[config.mk]
export PLATFORM = sky130hd
export DESIGN_NAME = alu_seq_n
export DESIGN_NICKNAME = d
export VERILOG_FILES = /design/src/rtl/alu_seq_pkg.sv /design/src/rtl/alu_seq_iter.sv /design/src/rtl/alu_seq_n.sv
export SDC_FILE = /design/constraint.sdc
export NUM_CORES = 1
export LEC_CHECK = 0
export CAP_MARGIN = 15
export CORE_MARGIN = 2
export CORE_UTILIZATION = 55
export DETAILED_ROUTE_END_ITERATION = 8
export MAX_ROUTING_LAYER = met4
export PLACE_DENSITY = 0.84
export SYNTH_ARGS = -nofsm -noshare
export SYNTH_HDL_FRONTEND = slang
export SYNTH_SLANG_ARGS = --single-unit
[constraint.sdc]
create_clock -name clk -period 3.4 [get_ports clk]
set_input_delay 0.51 -clock clk [delete_from_list [all_inputs] [get_ports clk]]
set_output_delay 0.51 -clock clk [all_outputs]
set_load 0.01 [all_outputs]
[src/rtl/alu_seq_pkg.sv]
// Shared definitions for the sequential ALU.
//   - opcode constants for the 3-bit op input
//   - controller state enum
//   - bit positions of the packed flag vector {ill, dbz, ovf, neg, zero}
package alu_seq_pkg;

  localparam logic [2:0] OP_ADD = 3'd0;
  localparam logic [2:0] OP_SUB = 3'd1;
  localparam logic [2:0] OP_MUL = 3'd2;
  localparam logic [2:0] OP_DIV = 3'd3;
  localparam logic [2:0] OP_AND = 3'd4;
  localparam logic [2:0] OP_OR  = 3'd5;
  localparam logic [2:0] OP_XOR = 3'd6;
  localparam logic [2:0] OP_ILL = 3'd7;

  typedef enum logic [1:0] {
    ST_IDLE = 2'd0,
    ST_EXEC = 2'd1,
    ST_DONE = 2'd2
  } state_e;

  localparam int FLAG_ZERO = 0;
  localparam int FLAG_NEG  = 1;
  localparam int FLAG_OVF  = 2;
  localparam int FLAG_DBZ  = 3;
  localparam int FLAG_ILL  = 4;
  localparam int FLAG_W    = 5;

endpackage

[src/rtl/alu_seq_iter.sv]
// Iterative unsigned multiply / restoring divide engine.
// Works on operand magnitudes; sign handling is done by the caller.
// Ports:
//   clk, reset      : clock, synchronous active-high reset
//   load            : start a new run with a_mag / b_mag / is_div
//   is_div          : 1 = divide (a_mag / b_mag), 0 = multiply (a_mag * b_mag)
//   a_mag, b_mag    : WIDTH-bit unsigned magnitudes
//   acc             : MUL -> 2*WIDTH product; DIV -> {remainder, quotient}
//   iter_done       : high once WIDTH iterations have completed
module alu_seq_iter #(
  parameter int WIDTH = 8,
  parameter int CNT_W = $clog2(WIDTH + 1)
) (
  input  logic                 clk,
  input  logic                 reset,
  input  logic                 load,
  input  logic                 is_div,
  input  logic [WIDTH-1:0]     a_mag,
  input  logic [WIDTH-1:0]     b_mag,
  output logic [2*WIDTH-1:0]   acc,
  output logic                 iter_done
);

  // One shared 2*WIDTH register: for MUL the high half accumulates partial
  // sums while the multiplier shifts out of the low half; for DIV the high
  // half is the partial remainder and the quotient shifts into the low half.
  logic [2*WIDTH-1:0] acc_q, acc_d;
  logic [WIDTH-1:0]   opnd_q, opnd_d;
  logic [CNT_W-1:0]   cnt_q, cnt_d;
  logic               run_q, run_d;
  logic               div_q, div_d;

  logic [WIDTH:0] add_sum;
  logic [WIDTH:0] r_shift;
  logic [WIDTH:0] r_diff;

  always_comb begin
    acc_d   = acc_q;
    opnd_d  = opnd_q;
    cnt_d   = cnt_q;
    run_d   = run_q;
    div_d   = div_q;
    add_sum = {1'b0, acc_q[2*WIDTH-1:WIDTH]} + (acc_q[0] ? {1'b0, opnd_q} : '0);
    r_shift = {acc_q[2*WIDTH-1:WIDTH], acc_q[WIDTH-1]};
    r_diff  = r_shift - {1'b0, opnd_q};

    if (load) begin
      acc_d  = {{WIDTH{1'b0}}, a_mag};
      opnd_d = b_mag;
      cnt_d  = '0;
      run_d  = 1'b1;
      div_d  = is_div;
    end else if (run_q) begin
      if (div_q) begin
        // Borrow out of the trial subtraction means restore (quotient bit 0).
        acc_d = r_diff[WIDTH] ? {r_shift[WIDTH-1:0], acc_q[WIDTH-2:0], 1'b0}
                              : {r_diff[WIDTH-1:0],  acc_q[WIDTH-2:0], 1'b1};
      end else begin
        acc_d = {add_sum, acc_q[WIDTH-1:1]};
      end
      cnt_d = cnt_q + CNT_W'(1);
      if (cnt_q == CNT_W'(WIDTH - 1)) begin
        run_d = 1'b0;
      end
    end
  end

  always_ff @(posedge clk) begin
    if (reset) begin
      acc_q  <= '0;
      opnd_q <= '0;
      cnt_q  <= '0;
      run_q  <= 1'b0;
      div_q  <= 1'b0;
    end else begin
      acc_q  <= acc_d;
      opnd_q <= opnd_d;
      cnt_q  <= cnt_d;
      run_q  <= run_d;
      div_q  <= div_d;
    end
  end

  assign acc       = acc_q;
  assign iter_done = !run_q && (cnt_q == CNT_W'(WIDTH));

endmodule

[src/rtl/alu_seq_n.sv]
// Sequential signed ALU: single-cycle ADD/SUB/AND/OR/XOR, iterative MUL/DIV.
// Ports:
//   clk, reset           : clock, synchronous active-high reset
//   start, op            : request (sampled in IDLE only) and opcode
//   in_a, in_b           : WIDTH-bit signed operands, captured on accept
//   result               : registered 2*WIDTH signed result
//   done                 : one-cycle completion pulse
//   busy                 : high while not IDLE
//   zero/neg/ovf/dbz/ill : registered flags, loaded together with result
module alu_seq_n
  import alu_seq_pkg::*;
#(
  parameter int WIDTH = 8,
  parameter int CNT_W = $clog2(WIDTH + 1)
) (
  input  logic                 clk,
  input  logic                 reset,
  input  logic                 start,
  input  logic [2:0]           op,
  input  logic [WIDTH-1:0]     in_a,
  input  logic [WIDTH-1:0]     in_b,
  output logic [2*WIDTH-1:0]   result,
  output logic                 done,
  output logic                 busy,
  output logic                 zero,
  output logic                 neg,
  output logic                 ovf,
  output logic                 dbz,
  output logic                 ill
);

  function automatic logic [WIDTH-1:0] mag(input logic [WIDTH-1:0] v);
    return v[WIDTH-1] ? -v : v;
  endfunction

  state_e               state_q, state_d;
  logic [2:0]           op_q, op_d;
  logic [WIDTH-1:0]     a_q, a_d, b_q, b_d;
  logic [2*WIDTH-1:0]   result_q, result_d;
  logic [FLAG_W-1:0]    flags_q, flags_d;

  logic                 iter_load;
  logic [2*WIDTH-1:0]   iter_acc;
  logic                 iter_done;

  logic [2*WIDTH-1:0]   res_c;
  logic [FLAG_W-1:0]    flags_c;
  logic [2*WIDTH-1:0]   sum_c, diff_c;
  logic [WIDTH-1:0]     quot_c, rem_c;
  logic                 iter_op;

  // The engine is loaded on the accepting edge straight from the inputs so
  // that its WIDTH iterations occupy the following WIDTH edges.
  alu_seq_iter #(.WIDTH(WIDTH), .CNT_W(CNT_W)) u_iter (
    .clk       (clk),
    .reset     (reset),
    .load      (iter_load),
    .is_div    (op == OP_DIV),
    .a_mag     (mag(in_a)),
    .b_mag     (mag(in_b)),
    .acc       (iter_acc),
    .iter_done (iter_done)
  );

  assign iter_op = (op_q == OP_MUL) || ((op_q == OP_DIV) && (b_q != '0));

  // Final result and flags from the captured operands.
  always_comb begin
    res_c   = '0;
    flags_c = '0;
    sum_c   = {{WIDTH{a_q[WIDTH-1]}}, a_q} + {{WIDTH{b_q[WIDTH-1]}}, b_q};
    diff_c  = {{WIDTH{a_q[WIDTH-1]}}, a_q} - {{WIDTH{b_q[WIDTH-1]}}, b_q};
    quot_c  = (a_q[WIDTH-1] ^ b_q[WIDTH-1]) ? -iter_acc[WIDTH-1:0] : iter_acc[WIDTH-1:0];
    rem_c   = a_q[WIDTH-1] ? -iter_acc[2*WIDTH-1:WIDTH] : iter_acc[2*WIDTH-1:WIDTH];
    case (op_q)
      OP_ADD: begin
        res_c = sum_c;
        flags_c[FLAG_OVF] = (a_q[WIDTH-1] == b_q[WIDTH-1]) && (sum_c[WIDTH-1] != a_q[WIDTH-1]);
      end
      OP_SUB: begin
        res_c = diff_c;
        flags_c[FLAG_OVF] = (a_q[WIDTH-1] != b_q[WIDTH-1]) && (diff_c[WIDTH-1] != a_q[WIDTH-1]);
      end
      OP_MUL: begin
        res_c = (a_q[WIDTH-1] ^ b_q[WIDTH-1]) ? -iter_acc : iter_acc;
      end
      OP_DIV: begin
        if (b_q == '0) begin
          res_c = {a_q, {WIDTH{1'b1}}};
          flags_c[FLAG_DBZ] = 1'b1;
        end else begin
          res_c = {rem_c, quot_c};
          // MIN / -1: the magnitude quotient already wraps to MIN.
          flags_c[FLAG_OVF] = (a_q == {1'b1, {(WIDTH-1){1'b0}}}) && (b_q == '1);
        end
      end
      OP_AND: res_c = {{WIDTH{1'b0}}, a_q & b_q};
      OP_OR:  res_c = {{WIDTH{1'b0}}, a_q | b_q};
      OP_XOR: res_c = {{WIDTH{1'b0}}, a_q ^ b_q};
      default: flags_c[FLAG_ILL] = 1'b1;
    endcase
    flags_c[FLAG_ZERO] = (res_c == '0);
    flags_c[FLAG_NEG]  = res_c[2*WIDTH-1];
  end

  always_comb begin
    state_d   = state_q;
    op_d      = op_q;
    a_d       = a_q;
    b_d       = b_q;
    result_d  = result_q;
    flags_d   = flags_q;
    iter_load = 1'b0;
    case (state_q)
      ST_IDLE: begin
        if (start) begin
          state_d   = ST_EXEC;
          op_d      = op;
          a_d       = in_a;
          b_d       = in_b;
          iter_load = (op == OP_MUL) || ((op == OP_DIV) && (in_b != '0));
        end
      end
      ST_EXEC: begin
        if (!iter_op || iter_done) begin
          state_d  = ST_DONE;
          result_d = res_c;
          flags_d  = flags_c;
        end
      end
      ST_DONE: state_d = ST_IDLE;
      default: state_d = ST_IDLE;
    endcase
  end

  always_ff @(posedge clk) begin
    if (reset) begin
      state_q  <= ST_IDLE;
      op_q     <= '0;
      a_q      <= '0;
      b_q      <= '0;
      result_q <= '0;
      flags_q  <= '0;
    end else begin
      state_q  <= state_d;
      op_q     <= op_d;
      a_q      <= a_d;
      b_q      <= b_d;
      result_q <= result_d;
      flags_q  <= flags_d;
    end
  end

  assign result = result_q;
  assign done   = (state_q == ST_DONE);
  assign busy   = (state_q != ST_IDLE);
  assign zero   = flags_q[FLAG_ZERO];
  assign neg    = flags_q[FLAG_NEG];
  assign ovf    = flags_q[FLAG_OVF];
  assign dbz    = flags_q[FLAG_DBZ];
  assign ill    = flags_q[FLAG_ILL];

endmodule

==> results.json, run 1 <==
{
  "m1WireLength_mm": 7.64,
  "rr_startpoint": "a_q[7]",
  "critPathCapture": "result[13]",
  "slew_headroom_pct": 49.8,
  "post_drt_via_cell_ratio": 6.27,
  "period_minus_slack_ns": 3.10,
  "core_area_sq_um": 10700,
  "clk_pin_slew_worst_paths_ns": 0.08,
  "drt-initial-drc-count": 519,
  "drt_first_pass_iters": 6,
  "globalRoute.totalOverflow": 0,
  "timing.clock.skew_ns": 0.0149,
  "die_area_sq_um": 11800,
  "final_cells": 965,
  "netlist.area_leader.share_pct": 23.6,
  "post-place-cells": 949,
  "grt_first_pass_wirelength_mm": 28.0,
  "clkLatencyLatePin_ns": 0.37,
  "maximum_number_of_pins_on_one_net_before_global_route_repair": 37,
  "synthTopCellsByArea": "sky130_fd_sc_hd__dfxtp_1, sky130_fd_sc_hd__ha_1, sky130_fd_sc_hd__nor2_1, sky130_fd_sc_hd__mux2i_1, sky130_fd_sc_hd__a21oi_1",
  "postSynthCellCount": 801,
  "drt_drc_violations_left": 0,
  "crit_buf_inv": 2,
  "grt_use_total_pct": 31.3,
  "dominant_synthesized_flop_cell": "sky130_fd_sc_hd__dfxtp_1",
  "routed.top_layer": "met4",
  "netlist_area_sq_um": 6010,
  "rrSetupSlack_ns": 0.30,
  "levels_on_crit_path": 9,
  "drive_gt1_share_pct": 6.79,
  "initial_core_util_pct": 56.0,
  "crit_slowest_cell": "sky130_fd_sc_hd__dfxtp_1",
  "worstSetupStartpoint": "a_q[7]",
  "h-tree-depth": 3,
  "worst-slew-pin-transition_ns": 0.752,
  "setup_repair_after_global_routing_missed_its_margin": "false",
  "final_report_max_slew_violation_count": 0,
  "number_of_post_cts_setup_repair_buffers": 0,
  "antenna_found_initial": 0,
  "final_antenna_net_count": 0,
  "post_cts_resized": 0,
  "critical_path_arrival_ns": 3.33,
  "synth_seq_cells": 71,
  "grt_pass1_vias": 5621,
  "die_x_microns": 109,
  "leakage_nw": 2.61,
  "vias": 6055,
  "synth-edff-count": 0,
  "dp_hpwl_mm": 13.2,
  "rows": 38,
  "cp_slowest_stage_delay_ns": 0.59,
  "cts_tree": "built",
  "portBuffers": 44,
  "routabilityCongestion": 1.05,
  "avgSynthCellArea_sq_um": 7.51,
  "reg2reg_depth": 9,
  "critical_path.reg2reg.endpoint": "result[13]",
  "period_share_pct": 91.2,
  "fillerInstances": 990,
  "netlist.top_cell.by_area": "sky130_fd_sc_hd__dfxtp_1",
  "final.setup.tns_ns": 0,
  "routed_wl_mm": 17.2,
  "critPathCaptureType": "register",
  "result_of_the_run": "finished clean",
  "wl_met3_mm": 1.39,
  "hold_path_class": "register to register",
  "max-cap-violations": 0,
  "floorplan.die.height_microns": 109,
  "power-per-cell-area_nw_per_um2": 367,
  "postSynth.asyncResetShare_pct": 0,
  "routed-wl-met2_mm": 7.70,
  "critPathMaxFanout": 13,
  "irDropWorstVdd_mv": 0.253,
  "ordered_cell_list_for_the_critical_path": "inv_1, ha_1, clkinv_1, and3_1, o21ai_0, o2111ai_1, and2_1, a2111oi_0, nor3_1",
  "synth.distinct_cells": 70,
  "finalSetupViolations": 0,
  "final_common_cell": "sky130_fd_sc_hd__nor2_1",
  "worst_path_dominant_cell_family": "compound AO/OA/AOI/OAI gates",
  "io_pins": 45,
  "postCtsHoldBufs": 0,
  "commonest_non_fill_non_tap_cells_in_the_layout": "sky130_fd_sc_hd__nor2_1, sky130_fd_sc_hd__dfxtp_1, sky130_fd_sc_hd__nand2_1",
  "antennaDiodeCount": 0,
  "final_net_count": 895,
  "ctsRootBufferMaster": "sky130_fd_sc_hd__clkbuf_8",
  "clock.fmax_mhz": 322,
  "critical_path_class": "register to register",
  "cts-buffers-inserted": 9,
  "final_hold_fails": 0,
  "wl_per_cell_microns": 17.8,
  "clock_sinks": 71,
  "synth.yosys.seq_area_share_pct": 23.6,
  "critical_path_launch_point_type": "register",
  "cp_data_required_time_ns": 3.63,
  "ys_warn_count": 0,
  "synth_fp_nets": 876,
  "postLayoutCoreUtil_pct": 62.9,
  "area.growth.synth_to_final_pct": 12.4,
  "clock_tree.buffer_depth": 2
}
-- routing by layer --
layer | GRT usage, % | vias to the layer above
li1 | - | 2892
met1 | 41.5 | 2839
met2 | 47.7 | 280
met3 | 4.94 | 44
met4 | 12.2 | 0
met5 | - | -
-- cells in the mapped netlist, types with 4 or more instances --
cell and count:
sky130_fd_sc_hd__nand3b_1 5, sky130_fd_sc_hd__a21oi_1 57, sky130_fd_sc_hd__xnor2_1 24, sky130_fd_sc_hd__a211o_1 4
sky130_fd_sc_hd__or2_2 6, sky130_fd_sc_hd__or3b_2 4, sky130_fd_sc_hd__or3_1 12, sky130_fd_sc_hd__nor2_1 90
sky130_fd_sc_hd__o22ai_1 8, sky130_fd_sc_hd__o41ai_1 5, sky130_fd_sc_hd__ha_1 49, sky130_fd_sc_hd__o211ai_1 5
sky130_fd_sc_hd__o21ai_0 46, sky130_fd_sc_hd__xor2_1 16, sky130_fd_sc_hd__nor2b_1 13, sky130_fd_sc_hd__o31ai_1 7
sky130_fd_sc_hd__nand3_1 10, sky130_fd_sc_hd__inv_1 48, sky130_fd_sc_hd__clkbuf_1 49, sky130_fd_sc_hd__nand2b_1 13
sky130_fd_sc_hd__nand2_1 62, sky130_fd_sc_hd__nor3b_1 7, sky130_fd_sc_hd__o21a_1 4, sky130_fd_sc_hd__nor3_1 29
sky130_fd_sc_hd__and3_1 11, sky130_fd_sc_hd__nand4_1 7, sky130_fd_sc_hd__mux2i_1 29, sky130_fd_sc_hd__nor4_1 11
sky130_fd_sc_hd__a211oi_1 28, sky130_fd_sc_hd__a31oi_1 9, sky130_fd_sc_hd__dfxtp_1 71, sky130_fd_sc_hd__fa_1 4
-- registers in the layout, summed over array words and instances, names as in the netlist --
name	count
u_iter.opnd_q	8
flags_q	5
a_q	8
u_iter.acc	16
u_iter.run_q	1
b_q	8
op_q	3
result	15
u_iter.div_q	1
u_iter.cnt_q	4
state_q	2
-- kinds of logic after synthesis --
logic type,share of synthesized area (%)
xor+xnor,5.83
compound gates,22.6
buf+inv,6.72
simple gates,24.5
mux,5.20
flops,23.6
fa+ha+maj,11.5
-- worst min-delay path, stage by stage, from the launching register on --
cell,delay (ns)
sky130_fd_sc_hd__dfxtp_1,0.31
sky130_fd_sc_hd__nand2_1,0.05
sky130_fd_sc_hd__a21oi_1,0.05
-- through the flow --
step | total power [mW] | cell area [sq um] | hold slack, ns | worst slack (ns)
after floorplan | 1.51 | 6010 | 0.446 | 0.818
after global placement | 1.73 | 6550 | 0.450 | 0.474
after detailed placement | 1.75 | 6550 | 0.454 | 0.413
after CTS | 2.46 | 6760 | 0.464 | 0.375
after global routing | 2.60 | 6760 | 0.481 | 0.0407
final | 2.48 | 6760 | 0.459 | 0.298
-- layout make-up --
cell class	instances	area, sq um	area share, %
clock buffers	10	138	2.04
clock inverters	6	68.8	1.02
inverters	50	188	2.78
multi-input cells	626	4200	62.1
flip-flops and latches	71	1420	21.0
well taps	140	175	2.59
repair buffers	62	571	8.44
-- report_power, final --
group	internal [mW]	total, mW	switching (mW)	leakage (nW)
sequential	0.881	0.955	0.0736	0.580
combinational	0.340	0.800	0.460	1.93
clock	0.363	0.723	0.361	0.103
-- worst min path at each step --
stage,start,end,cells after the start
floorplan,u_iter.opnd_q[7],u_iter.opnd_q[7],2
global placement,flags_q[3],flags_q[3],2
detailed placement,flags_q[3],flags_q[3],2
CTS,flags_q[3],flags_q[3],2
global route,flags_q[3],flags_q[3],2
finish,flags_q[3],flags_q[3],2
Note: power is estimated with default switching activity, not from simulation.
==> run 2: changes to the inputs <==
--- a/config.mk
+++ b/config.mk
@@ -9,6 +9,7 @@
 export CORE_MARGIN = 2
 export CORE_UTILIZATION = 55
 export DETAILED_ROUTE_END_ITERATION = 8
+export HOLD_SLACK_MARGIN = 0.1
 export MAX_ROUTING_LAYER = met4
 export PLACE_DENSITY = 0.84
 export SYNTH_ARGS = -nofsm -noshare
==> results of run 2 <==
The final DEF is identical to that of run 1; final timing and power are the same.
==> run 3: changes to the inputs <==
--- a/config.mk
+++ b/config.mk
@@ -8,6 +8,7 @@
 export CAP_MARGIN = 15
 export CORE_MARGIN = 2
 export CORE_UTILIZATION = 55
+export CTS_CLUSTER_DIAMETER = 200
 export DETAILED_ROUTE_END_ITERATION = 8
 export HOLD_SLACK_MARGIN = 0.1
 export MAX_ROUTING_LAYER = met4
==> results of run 3 <==
The final DEF is identical to that of run 1; final timing and power are the same.
